## src/rtl/run_detect_param.sv

```systemverilog
// Parametrised run-length detector with ones/zeros/either arming.
// Define RUN_DETECT_EVENT_CNT_EN to build the saturating hit event counter.
module run_detect_param #(
  parameter int CNT_W = 4,
  parameter int EVT_W = 16
) (
  input  logic             clk,
  input  logic             rst_n,
  input  logic             en,
  input  logic             x,
  input  logic [CNT_W-1:0] run_len,
  input  logic [1:0]       mode,
  input  logic             clr,
  output logic             y,
  output logic             hit,
  output logic             run_bit,
  output logic [CNT_W-1:0] run_cnt,
  output logic [EVT_W-1:0] event_cnt
);

  localparam logic [1:0] IDLE  = 2'd0;
  localparam logic [1:0] COUNT = 2'd1;
  localparam logic [1:0] HIT   = 2'd2;

  localparam logic [CNT_W-1:0] CNT_MAX = '1;
  localparam logic [CNT_W-1:0] CNT_ONE = CNT_W'(1);

  logic [1:0]       state, state_n;
  logic             bit_n;
  logic [CNT_W-1:0] cnt_n;
  logic [CNT_W-1:0] thr;
  logic             adv;
  logic             armed;
  logic             y_n;
  logic             hit_n;

  assign thr = (run_len == '0) ? CNT_ONE : run_len;

  // adv marks a sample that actually moved the count, so a saturated
  // run sitting at threshold cannot pulse hit again.
  always_comb begin
    state_n = state;
    bit_n   = run_bit;
    cnt_n   = run_cnt;
    adv     = 1'b0;
    if (en) begin
      if (state == IDLE || x != run_bit) begin
        bit_n = x;
        cnt_n = CNT_ONE;
        adv   = 1'b1;
      end else if (run_cnt != CNT_MAX) begin
        cnt_n = run_cnt + CNT_ONE;
        adv   = 1'b1;
      end
      state_n = (cnt_n >= thr) ? HIT : COUNT;
    end
  end

  assign armed = mode[bit_n];
  assign y_n   = (state_n == HIT) && armed;
  assign hit_n = adv && armed && (cnt_n == thr);

  always_ff @(posedge clk) begin
    if (!rst_n) begin
      state   <= IDLE;
      run_bit <= 1'b0;
      run_cnt <= '0;
      y       <= 1'b0;
      hit     <= 1'b0;
    end else if (clr) begin
      state   <= IDLE;
      run_bit <= 1'b0;
      run_cnt <= '0;
      y       <= 1'b0;
      hit     <= 1'b0;
    end else begin
      state   <= state_n;
      run_bit <= bit_n;
      run_cnt <= cnt_n;
      hit     <= hit_n;
      if (en) y <= y_n;
    end
  end

`ifdef RUN_DETECT_EVENT_CNT_EN
  localparam logic [EVT_W-1:0] EVT_MAX = '1;

  always_ff @(posedge clk) begin
    if (!rst_n) begin
      event_cnt <= '0;
    end else if (!clr && hit_n && event_cnt != EVT_MAX) begin
      event_cnt <= event_cnt + EVT_W'(1);
    end
  end
`else
  assign event_cnt = '0;
`endif

endmodule

```

## config.mk

```make
export PLATFORM = sky130hd
export DESIGN_NAME = run_detect_param
export DESIGN_NICKNAME = d
export VERILOG_FILES = /design/src/rtl/run_detect_param.sv
export SDC_FILE = /design/constraint.sdc
export NUM_CORES = 1
export LEC_CHECK = 0
export ABC_AREA = 1
export CAP_MARGIN = 20
export CORE_MARGIN = 3
export CORE_UTILIZATION = 42
export CTS_CLUSTER_DIAMETER = 40
export DETAILED_ROUTE_END_ITERATION = 8
export PLACE_DENSITY = 0.78
export SETUP_SLACK_MARGIN = 0.15
export SLEW_MARGIN = 10
export SYNTH_ARGS = -nofsm -noshare
export SYNTH_HDL_FRONTEND = slang
export SYNTH_SLANG_ARGS = --single-unit
```

## constraint.sdc

```tcl
create_clock -name clk -period 2.1 [get_ports clk]
set_input_delay 0.21 -clock clk [delete_from_list [all_inputs] [get_ports clk]]
set_output_delay 0.21 -clock clk [all_outputs]
set_load 0.05 [all_outputs]
```

==> metrics.cfg, run 1 <==
[global_routing]
grt_overflow_total = 0
met1_global_route_usage = 0.192
grtUsageTotal = 0.159
grt_use_met3 = 0.0208
grt_max_degree = 10
top_usage_layer = met2
grt_util_met2 = 0.285
grt_first_pass_wirelength_microns = 3180
first_global_vias = 771
initial_antenna_violation_count = 0

[power]
p_leak_nw = 0.529
power_density_nw_per_um2 = 402
irDropWorstVdd_mv = 0.332
totalPowerFinal_w = 0.000470

[drt]
antenna_left = 0
drt_iter0_markers = 9
drt-wirelength-per-cell_microns = 11.5
wl_microns = 2110
remaining_drc_errors = 0
vias_per_cell = 4.81
num_vias = 881
detail_route.first_pass.iterations = 4

[timing]
setup_slack_ps = 172
whs_ps = 468
finalHoldViolations = 0
period_needed_ps = 1930
fmax_ghz = 0.519
layout_worst_path_cycle_share = 0.918
timing.slew.headroom = 0.663
setup_repair_after_global_routing_missed_its_margin = true
setup_viol_count_final = 0
max_slew.worst_pin.slew_ps = 504
final-max-slew-violation-count = 0
fin_skew_ps = 1.46

[yosys]
synthesis.area_sq_um = 841
synthesis.yosys.warnings = 0
synthArstFlopShare = 0
ys_ff_latch = 9
synth_edf_count = 0
yosysSeqAreaShare = 0.214
syn_area_per_cell_sq_um = 6.47
synth_flop_cell = sky130_fd_sc_hd__dfxtp_1
netlist_instances = 130
unique_cell_type_count_in_the_yosys_netlist = 21

[finish]
fraction_of_layout_cells_with_a_size_suffix_above_1 = 0.278
design.final.nets = 175
final-seq-area_sq_um = 191
postLayoutCoreUtil = 0.649
mostFrequentLayoutCells = sky130_fd_sc_hd__nand2_1 (29), sky130_fd_sc_hd__clkdlybuf4s50_1 (17), sky130_fd_sc_hd__conb_1 (16)
most_common_cell_after_layout_fill_and_taps_aside = sky130_fd_sc_hd__nand2_1
final_cells = 183
multi_input_area_sq_um = 606
fillerInstances = 166
area_growth_syn_to_layout_pct = 39.1
antennaDiodeCount = 0

[cts]
tritoncts = done
cts-htree-levels = 1
clk_pin_slew_ps = 60
cts_root_buffer = sky130_fd_sc_hd__clkbuf_4
cts-buffers-inserted = 3
clkSinkCount = 9
cts-root-to-sink-buffers = 2
latest_clock_arrival_within_the_worst_skew_pair_ps = 260

[setup_path]
crit_family = simple AND/OR/NAND/NOR gates
crit_required_ps = 2290
critical_path_class = flop to flop
worstSetupStartpoint = run_cnt[1]$_SDFF_PP0_
critical_path.startpoint_type = flop
crit_path_top_delay_cell = sky130_fd_sc_hd__dfxtp_4
cp_max_fo = 6
rr_worst_depth = 13
r2r-end = state[0]$_SDFF_PP0_
setup.reg_to_reg.worst_slack_ps = 170
cp_slowest_stage_delay_ps = 380
crit_path_cell_trace = ha_4, nand3_4, o21ai_4, nand2_2, inv_2, ha_4, inv_2, nor2_1, o211ai_1, nand3_1, nand2_1, o21ai_1, nor2_1
worst_r2r_startpoint = run_cnt[1]$_SDFF_PP0_
timing.critical_path.buf_inv = 2
timing.critical_path.arrival_ps = 2120
end_kind = flop

[placed_design]
post-place-ws_ps = -94.4
detailed_place_hpwl_microns = 1560
place.port_buffers = 17
globalplace.congestion = 0.877
numPlacedInstances = 172

[floorplanning]
dieWidth_microns = 50.7
floorplan.io_pins = 34
placementRows = 15
starting_density = 0.467
floorplan.die.height_microns = 50.7
die-area_sq_um = 2570
design.core.area_sq_um = 1800

[outcome]
status = complete, no violations

[hold_path]
hold_path_endpoint = state[1]$_SDFF_PP0_
min_path_cells = 2
min_from = state[1]$_SDFF_PP0_
hold_path_class = flop to flop

[flow_run]
max_cap_viol_count = 0

through the flow:
stage / setup TNS, ps / cell area, sq um
final: 0 / 1170
after global routing: 0 / 1170
after CTS: 0 / 1050
after detailed placement: -185 / 1010
after global placement: -27.6 / 1010
after floorplan: 0 / 921
final cells by class:
type / instances / area share
Multi-Input combinational cell: 100 / 0.518
Timing Repair Buffer: 26 / 0.206
Sequential cell: 9 / 0.164
Inverter: 19 / 0.0631
Tap cell: 25 / 0.0267
Clock buffer: 4 / 0.0225
logic make-up (layout without fill, tap and decap cells):
| family | Yosys count | after routing | synth area share |
|---|---|---|---|
| buffers and inverters | 36 | 49 | 0.240 |
| AOI/OAI and AO/OA | 16 | 16 | 0.110 |
| adders and majority gates | 5 | 5 | 0.0744 |
| and+or+nand+nor | 63 | 63 | 0.357 |
| other | 1 | 16 | 0.00446 |
| DFF | 9 | 9 | 0.214 |
worst max-delay path by stage:
stage,to,cells past startpoint
6_report,state[0]$_SDFF_PP0_,13
5_1_grt,state[0]$_SDFF_PP0_,13
4_1_cts,state[0]$_SDFF_PP0_,14
3_5_place_dp,state[0]$_SDFF_PP0_,15
3_3_place_gp,state[0]$_SDFF_PP0_,15
2_1_floorplan,state[0]$_SDFF_PP0_,14
report_power, final:
part / internal [W] / switching (W) / leakage [nW]
logic: 0.0000452 / 0.000117 / 0.438
clock network: 0.0000732 / 0.0000598 / 0.0150
registers: 0.000172 / 0.00000238 / 0.0759
sequential cells by signal, summed over array words and instances, names as in the netlist:
name     count
state        2
run_cnt      4
run_bit      1
y            1
hit          1
layer usage:
layer	vias to the layer above	wire length [microns]
li1	438	-
met1	402	882
met2	34	1070
met3	7	118
met4	0	39
met5	-	0
synthesized netlist by cell type (2+ instances only):
library cell              instances  area (sq um)
sky130_fd_sc_hd__nand4_1          3          18.8
sky130_fd_sc_hd__nor2_1           6          22.5
sky130_fd_sc_hd__dfxtp_1          9           180
sky130_fd_sc_hd__inv_1           15          56.3
sky130_fd_sc_hd__ha_1             5          62.6
sky130_fd_sc_hd__o21ai_2          2          17.5
sky130_fd_sc_hd__nand3_2          3          30.0
sky130_fd_sc_hd__nand2_2          4          25.0
sky130_fd_sc_hd__nor2_2           4          25.0
sky130_fd_sc_hd__inv_2            3          11.3
sky130_fd_sc_hd__buf_4           17           128
sky130_fd_sc_hd__a21oi_1          9          45.0
sky130_fd_sc_hd__nand3_1         11          55.1
sky130_fd_sc_hd__a31oi_1          2          12.5
sky130_fd_sc_hd__nand2_1         31           116
worst min-delay path, stage by stage (launching register included):
cell,delay [ps]
sky130_fd_sc_hd__dfxtp_1,310
sky130_fd_sc_hd__nand2_1,60
sky130_fd_sc_hd__a21oi_1,50
timing repair:
item,CTS,global route
buffers inserted,1,6
pin swaps,1,11
resized for setup,1,17
endpoints found under the setup margin,3,3
hold buffers,0,0
Note: power is estimated with default switching activity, not from simulation.
==> run 2, diff against run 1 <==
SLEW_MARGIN = 20   (was 10)
==> results of run 2 <==
Final layout, timing and power as in run 1 (identical DEF).
==> run 3, diff against run 2 <==
SLEW_MARGIN = unset   (was 20)
==> results of run 3 <==
Final layout, timing and power as in run 1 (identical DEF).
